$ cat src/rtl/game_round_scheduler_if.sv
// Signal bundle between the round scheduler, the player keypad, start button
// and the point-matrix display controller.
interface game_round_scheduler_if;
  logic       start;
  logic       key_valid;
  logic [3:0] key_pos;
  logic       finish_boom;
  logic       disp_en;
  logic [3:0] disp_pos;
  logic [1:0] disp_color;
  logic       show_boom;
  logic [7:0] score;
  logic [7:0] miss;
  logic [7:0] round;
  logic       game_over;

  modport master (
    input  start, key_valid, key_pos, finish_boom,
    output disp_en, disp_pos, disp_color, show_boom, score, miss, round, game_over
  );

  modport slave (
    output start, key_valid, key_pos, finish_boom,
    input  disp_en, disp_pos, disp_color, show_boom, score, miss, round, game_over
  );
endinterface

$ cat src/rtl/game_round_scheduler.sv
// Round sequencer for the 4x4 whack-target game: picks a pseudo-random lit cell,
// times it, judges key hits and keeps score/miss/round tallies until game end.
module game_round_scheduler #(
  parameter int unsigned SHOW_TICKS = 1_500_000,
  parameter int unsigned GAP_TICKS  = 200_000,
  parameter int unsigned ROUNDS     = 10,
  parameter logic [7:0]  LFSR_SEED  = 8'hA5
) (
  input logic                    clk,
  input logic                    rst_n,
  game_round_scheduler_if.master bus
);

  localparam int unsigned MAX_TICKS = (SHOW_TICKS > GAP_TICKS) ? SHOW_TICKS : GAP_TICKS;
  localparam int unsigned CNT_W     = $clog2(MAX_TICKS);
  localparam logic [CNT_W-1:0] SHOW_LOAD = CNT_W'(SHOW_TICKS - 1);
  localparam logic [CNT_W-1:0] GAP_LOAD  = CNT_W'(GAP_TICKS - 1);
  localparam logic [CNT_W-1:0] CNT_ZERO  = {CNT_W{1'b0}};
  localparam logic [7:0]       ROUNDS_8  = 8'(ROUNDS);

  typedef enum logic [2:0] {
    ST_IDLE = 3'd0,
    ST_GAP  = 3'd1,
    ST_SHOW = 3'd2,
    ST_BOOM = 3'd3,
    ST_MISS = 3'd4,
    ST_OVER = 3'd5
  } state_t;

  // Fibonacci LFSR x^8+x^6+x^5+x^4+1; maximal length, so a non-zero seed never reaches 0.
  function automatic logic [7:0] lfsr_step(input logic [7:0] v);
    return {v[6:0], v[7] ^ v[5] ^ v[4] ^ v[3]};
  endfunction

  function automatic logic [7:0] sat_inc(input logic [7:0] v);
    return (v == 8'hFF) ? v : (v + 8'd1);
  endfunction

  state_t           state_r;
  logic [7:0]       lfsr_r;
  logic [CNT_W-1:0] cnt_r;
  logic [3:0]       prev_pos_r;
  logic             disp_en_r;
  logic [3:0]       disp_pos_r;
  logic [1:0]       disp_color_r;
  logic             show_boom_r;
  logic [7:0]       score_r;
  logic [7:0]       miss_r;
  logic [7:0]       round_r;
  logic             game_over_r;

  logic [3:0]       target_pos_s;
  logic [1:0]       target_color_s;
  logic             cnt_zero_s;
  logic             last_round_s;
  logic [7:0]       next_round_s;

  assign cnt_zero_s   = (cnt_r == CNT_ZERO);
  assign next_round_s = round_r + 8'd1;
  assign last_round_s = (next_round_s == ROUNDS_8);

  // Next target cell and colour derived from the current LFSR state.
  always_comb begin
    target_pos_s   = lfsr_r[3:0];
    target_color_s = lfsr_r[5:4];
    if (lfsr_r[3:0] == prev_pos_r) begin
      target_pos_s = lfsr_r[3:0] + 4'd1;
    end else begin
      target_pos_s = lfsr_r[3:0];
    end
    if (lfsr_r[5:4] == 2'b00) begin
      target_color_s = 2'b01;
    end else begin
      target_color_s = lfsr_r[5:4];
    end
  end

  // Free-running pseudo-random source.
  always_ff @(posedge clk or negedge rst_n) begin
    if (!rst_n) begin
      lfsr_r <= LFSR_SEED;
    end else begin
      lfsr_r <= lfsr_step(lfsr_r);
    end
  end

  // Round state machine with all display and tally outputs registered.
  always_ff @(posedge clk or negedge rst_n) begin
    if (!rst_n) begin
      state_r      <= ST_IDLE;
      cnt_r        <= CNT_ZERO;
      prev_pos_r   <= 4'd0;
      disp_en_r    <= 1'b0;
      disp_pos_r   <= 4'd0;
      disp_color_r <= 2'b00;
      show_boom_r  <= 1'b0;
      score_r      <= 8'd0;
      miss_r       <= 8'd0;
      round_r      <= 8'd0;
      game_over_r  <= 1'b0;
    end else begin
      case (state_r)
        ST_IDLE, ST_OVER: begin
          disp_en_r   <= 1'b0;
          show_boom_r <= 1'b0;
          if (bus.start) begin
            score_r     <= 8'd0;
            miss_r      <= 8'd0;
            round_r     <= 8'd0;
            game_over_r <= 1'b0;
            cnt_r       <= GAP_LOAD;
            state_r     <= ST_GAP;
          end
        end
        ST_GAP: begin
          if (cnt_zero_s) begin
            disp_pos_r   <= target_pos_s;
            prev_pos_r   <= target_pos_s;
            disp_color_r <= target_color_s;
            disp_en_r    <= 1'b1;
            cnt_r        <= SHOW_LOAD;
            state_r      <= ST_SHOW;
          end else begin
            cnt_r <= cnt_r - {{(CNT_W-1){1'b0}}, 1'b1};
          end
        end
        ST_SHOW: begin
          // A key on the expiry cycle still wins over the timeout.
          if (bus.key_valid && (bus.key_pos == disp_pos_r)) begin
            score_r     <= sat_inc(score_r);
            show_boom_r <= 1'b1;
            state_r     <= ST_BOOM;
          end else if (bus.key_valid || cnt_zero_s) begin
            disp_en_r <= 1'b0;
            state_r   <= ST_MISS;
          end else begin
            cnt_r <= cnt_r - {{(CNT_W-1){1'b0}}, 1'b1};
          end
        end
        ST_BOOM: begin
          if (bus.finish_boom) begin
            show_boom_r <= 1'b0;
            disp_en_r   <= 1'b0;
            round_r     <= next_round_s;
            if (last_round_s) begin
              game_over_r <= 1'b1;
              state_r     <= ST_OVER;
            end else begin
              cnt_r   <= GAP_LOAD;
              state_r <= ST_GAP;
            end
          end
        end
        ST_MISS: begin
          miss_r  <= sat_inc(miss_r);
          round_r <= next_round_s;
          if (last_round_s) begin
            game_over_r <= 1'b1;
            state_r     <= ST_OVER;
          end else begin
            cnt_r   <= GAP_LOAD;
            state_r <= ST_GAP;
          end
        end
        default: begin
          disp_en_r   <= 1'b0;
          show_boom_r <= 1'b0;
          state_r     <= ST_IDLE;
        end
      endcase
    end
  end

  assign bus.disp_en    = disp_en_r;
  assign bus.disp_pos   = disp_pos_r;
  assign bus.disp_color = disp_color_r;
  assign bus.show_boom  = show_boom_r;
  assign bus.score      = score_r;
  assign bus.miss       = miss_r;
  assign bus.round      = round_r;
  assign bus.game_over  = game_over_r;

endmodule

$ cat src/flat_wrapper.sv
// flat-port wrapper written by rule: the top's interface ports become plain ports
module game_round_scheduler_flat 
#(
  parameter int unsigned SHOW_TICKS = 1_500_000,
  parameter int unsigned GAP_TICKS  = 200_000,
  parameter int unsigned ROUNDS     = 10,
  parameter logic [7:0]  LFSR_SEED  = 8'hA5
)
  (clk, rst_n, bus_start, bus_key_valid, bus_key_pos, bus_finish_boom, bus_disp_en, bus_disp_pos, bus_disp_color, bus_show_boom, bus_score, bus_miss, bus_round, bus_game_over);
  game_round_scheduler_if bus_i ();
  input logic clk;
  input logic rst_n;
  input wire logic [$bits(bus_i.start)-1:0] bus_start;
  input wire logic [$bits(bus_i.key_valid)-1:0] bus_key_valid;
  input wire logic [$bits(bus_i.key_pos)-1:0] bus_key_pos;
  input wire logic [$bits(bus_i.finish_boom)-1:0] bus_finish_boom;
  output wire logic [$bits(bus_i.disp_en)-1:0] bus_disp_en;
  output wire logic [$bits(bus_i.disp_pos)-1:0] bus_disp_pos;
  output wire logic [$bits(bus_i.disp_color)-1:0] bus_disp_color;
  output wire logic [$bits(bus_i.show_boom)-1:0] bus_show_boom;
  output wire logic [$bits(bus_i.score)-1:0] bus_score;
  output wire logic [$bits(bus_i.miss)-1:0] bus_miss;
  output wire logic [$bits(bus_i.round)-1:0] bus_round;
  output wire logic [$bits(bus_i.game_over)-1:0] bus_game_over;
  assign bus_i.start = bus_start;
  assign bus_i.key_valid = bus_key_valid;
  assign bus_i.key_pos = bus_key_pos;
  assign bus_i.finish_boom = bus_finish_boom;
  assign bus_disp_en = bus_i.disp_en;
  assign bus_disp_pos = bus_i.disp_pos;
  assign bus_disp_color = bus_i.disp_color;
  assign bus_show_boom = bus_i.show_boom;
  assign bus_score = bus_i.score;
  assign bus_miss = bus_i.miss;
  assign bus_round = bus_i.round;
  assign bus_game_over = bus_i.game_over;
  game_round_scheduler #(.SHOW_TICKS(SHOW_TICKS), .GAP_TICKS(GAP_TICKS), .ROUNDS(ROUNDS), .LFSR_SEED(LFSR_SEED)) u_core (.clk(clk), .rst_n(rst_n), .bus(bus_i));
endmodule
$ cat config.mk
export PLATFORM = sky130hd
export DESIGN_NAME = game_round_scheduler_flat
export DESIGN_NICKNAME = d
export VERILOG_FILES = /design/src/rtl/game_round_scheduler_if.sv /design/src/rtl/game_round_scheduler.sv /design/src/flat_wrapper.sv
export SDC_FILE = /design/constraint.sdc
export NUM_CORES = 1
export LEC_CHECK = 0
export ABC_AREA = 0
export CAP_MARGIN = 30
export CORE_MARGIN = 2
export CORE_UTILIZATION = 45
export CTS_BUF_LIST = sky130_fd_sc_hd__clkbuf_8
export CTS_CLUSTER_DIAMETER = 60
export DETAILED_ROUTE_END_ITERATION = 10
export MAX_ROUTING_LAYER = met4
export PLACE_DENSITY = 0.66
export SLEW_MARGIN = 10
export SYNTH_ARGS = -nofsm -noshare
export SYNTH_HDL_FRONTEND = slang
export SYNTH_SLANG_ARGS = --single-unit
$ cat constraint.sdc
create_clock -name clk -period 4.7 [get_ports clk]
set_input_delay 0.94 -clock clk [delete_from_list [all_inputs] [get_ports clk]]
set_output_delay 0.94 -clock clk [all_outputs]
set_load 0.005 [all_outputs]
==> flow_summary.json <==
{
  "status": "completed",
  "cts.htree.levels": 3,
  "relSlewSlack": 0.335,
  "cp-start-kind": "input pin",
  "drive_above_1_share": 0.0828,
  "yosysSeqAreaShare": 0.450,
  "insertion_delay_ns": 0.34,
  "avgRoutedWirePerCell_microns": 15.1,
  "syn_to_final_growth_pct": 19.2,
  "dpl_cell_area_sq_mm": 0.00409,
  "start_util": 0.466,
  "synth_ff_type": "dfrtp_1",
  "yosys_warnings": 0,
  "power_leakage_nw": 1.88,
  "drc": 0,
  "layout_common_cells": "61 x dfrtp_1, 41 x nor2_1, 40 x clkdlybuf4s50_1, 26 x nand2_1, 24 x o21ai_0",
  "hold_violations": 0,
  "drtIter0Drc": 157,
  "fmax_ghz": 0.337,
  "holdBufCountCts": 0,
  "synth_cell_types": 60,
  "dr.pass1.iters": 4,
  "synth_edf_count": 0,
  "fin_cells": 537,
  "finClkSkew_ns": 0.0115,
  "hp-start": "u_core.lfsr_r[6]$_DFF_PN0_",
  "clk_pin_slew_ns": 0.07,
  "wl_microns": 8130,
  "dp.cells": 521,
  "grt_usage": 0.204,
  "period_share": 0.631,
  "finalCriticalPeriod_ns": 2.97,
  "hpwl_microns": 5560,
  "fillCellCount": 722,
  "postRouteAntennaNets": 0,
  "final_common_cell": "dfrtp_1",
  "cts_root_buffer": "clkbuf_8",
  "netlist_area_sq_mm": 0.00362,
  "startpoint": "bus_key_valid",
  "grt_remaining_overflow": 0,
  "hp-class": "flop to flop",
  "slew_viol_final": 0,
  "cp.required_ns": 4.94,
  "antenna_found_initial": 0,
  "ys_ff_latch": 65,
  "n_antenna_cell": 0,
  "rsz0062_at_grt": "false",
  "grt_max_degree": 38,
  "syn_area_per_cell_sq_um": 9.22,
  "synthesis.nets": 409,
  "post-route-cell-area_sq_mm": 0.00432,
  "ir_drop_mv": 0.312,
  "reg2reg_from": "u_core.state_r[2]$_DFFE_PN0P_",
  "crit_fanout": 17,
  "nets": 446,
  "utilization": 0.556,
  "slowest_stage": "or2_1",
  "cp-end-kind": "flop",
  "grt_pass1_vias": 2837,
  "clk_path_buf_depth": 2,
  "vias": 3096,
  "slowest_delay_ns": 0.47,
  "max_cap_viol_count": 0,
  "viasPerCell": 5.77,
  "tritoncts": "yes",
  "cpMostUsedCell": "o31ai_1",
  "clock-sinks": 65,
  "power_density_mw_per_mm2": 484,
  "rows": 32,
  "tightestPinTransition_ns": 0.997,
  "grt_pass1_wl_microns": 14000,
  "postCtsSetupBuffers": 0,
  "die_area_sq_mm": 0.00878,
  "place_congestion": 0.805,
  "arrival_ns": 3.21,
  "die_w_microns": 93.7,
  "syn_inst": 393,
  "asyncSetResetFlopFracSynth": 1.00,
  "core_area_sq_mm": 0.00777,
  "fp.dieH_microns": 93.7,
  "portBuffers": 41,
  "tns_ns": 0,
  "ios": 42,
  "path_class": "input pin to flop",
  "ctsResizeCount": 0,
  "worstPathCellList": "clkdlybuf4s50_1 -> or3b_1 -> a21boi_0 -> o21ai_0 -> o31ai_1 -> buf_4 -> or2_1 -> o31ai_1",
  "setup_viol": 0,
  "cts-buffers-inserted": 9
}
## final cells by class
class / count / area, sq um / area share
Inverter: 8 / 30.0 / 0.00695
Multi-Input combinational cell: 301 / 1870 / 0.432
Tap cell: 102 / 128 / 0.0295
Timing Repair Buffer: 45 / 435 / 0.101
Sequential cell: 65 / 1630 / 0.378
Clock inverter: 5 / 77.6 / 0.0180
Clock buffer: 11 / 151 / 0.0351
## critical path, delay by kind of cell
| kind | cells | cell delay [ns] |
|---|---|---|
| AOI/OAI and AO/OA | 4 | 0.81 |
| buffers and inverters | 2 | 0.61 |
| and+or+nand+nor | 2 | 0.84 |
## stage by stage
| step | setup slack (ns) | hold slack, ns | power, mW |
|---|---|---|---|
| floorplan | 2.15 | 0.333 | 1.32 |
| global placement | 1.41 | 0.336 | 1.53 |
| detailed placement | 1.37 | 0.352 | 1.56 |
| CTS | 1.73 | 0.373 | 2.10 |
| global route | 1.64 | 0.391 | 2.23 |
| finish | 1.73 | 0.366 | 2.09 |
## cell usage after synthesis, types with 2 or more instances
master / n / share of area
nand2_1: 26 / 0.027
and2_1: 7 / 0.012
buf_2: 5 / 0.0069
nor3b_1: 2 / 0.0041
o22ai_1: 2 / 0.0035
o21ai_0: 24 / 0.033
a21boi_0: 3 / 0.0062
o21a_1: 3 / 0.0062
nor4_1: 7 / 0.012
clkbuf_1: 9 / 0.0093
a31oi_1: 12 / 0.021
and4_1: 2 / 0.0048
dfstp_2: 4 / 0.029
nand4_1: 7 / 0.012
or4_1: 3 / 0.0062
a21oi_1: 23 / 0.032
o31ai_1: 11 / 0.023
mux2i_1: 3 / 0.0083
nor2_1: 41 / 0.042
xor2_1: 20 / 0.048
xnor2_1: 7 / 0.017
a22oi_1: 2 / 0.0041
buf_6: 2 / 0.0062
o41ai_1: 2 / 0.0048
buf_4: 2 / 0.0041
o21ai_1: 5 / 0.0069
nor3_1: 13 / 0.018
dfrtp_1: 61 / 0.42
nand2b_1: 6 / 0.010
a21o_1: 4 / 0.0083
and3_1: 6 / 0.010
inv_1: 8 / 0.0083
ha_1: 7 / 0.024
o22a_1: 6 / 0.015
nor2b_1: 4 / 0.0069
nand3_1: 18 / 0.025
or3_1: 3 / 0.0052
## worst paths after layout
kind | to | slack (ns) | depth (start not counted)
hold reg to reg | u_core.lfsr_r[7]$_DFF_PN1_ | 0.37 | 0
setup reg to reg | u_core.cnt_r[16]$_DFFE_PN0P_ | 1.83 | 6
min in group asynchronous | u_core.bus.round[5]$_DFFE_PN0P_ | 0.61 | 1
hold / removal | u_core.lfsr_r[7]$_DFF_PN1_ | 0.37 | 0
max in group asynchronous | u_core.lfsr_r[7]$_DFF_PN1_ | 3.11 | 2
setup / recovery | u_core.cnt_r[4]$_DFFE_PN0P_ | 1.73 | 8
## routing by layer
layer  vias up  part of all wire  global-route usage  wire, microns
met5         -                 0                   -              0
met4         0             0.011              0.0543             87
met3         6             0.051              0.0498            411
met2        88              0.48               0.310           3880
met1      1494              0.46               0.277           3750
li1       1508                 -                   -              -
## where the power goes
group,internal (mW),leakage (nW),switching (mW),total (mW)
Clock,0.326,0.115,0.216,0.541
Sequential,0.645,0.841,0.154,0.800
Combinational,0.299,0.926,0.449,0.748
## state kept, by name, indices dropped and copies added, names as in the netlist
name                   cells
u_core.bus.disp_color      2
u_core.bus.disp_en         1
u_core.bus.game_over       1
u_core.bus.miss            8
u_core.bus.round           8
u_core.bus.score           8
u_core.bus.show_boom       1
u_core.cnt_r              21
u_core.lfsr_r              8
u_core.prev_pos_r          4
u_core.state_r             3
## cell families after synthesis
group,Yosys count,share of synthesized area
buf+inv,27,0.0363
compound gates,107,0.189
mux,4,0.0114
simple gates,156,0.224
xor+xnor,27,0.0653
fa+ha+maj,7,0.0242
flops,65,0.450
(Power assumes the default switching activity.)
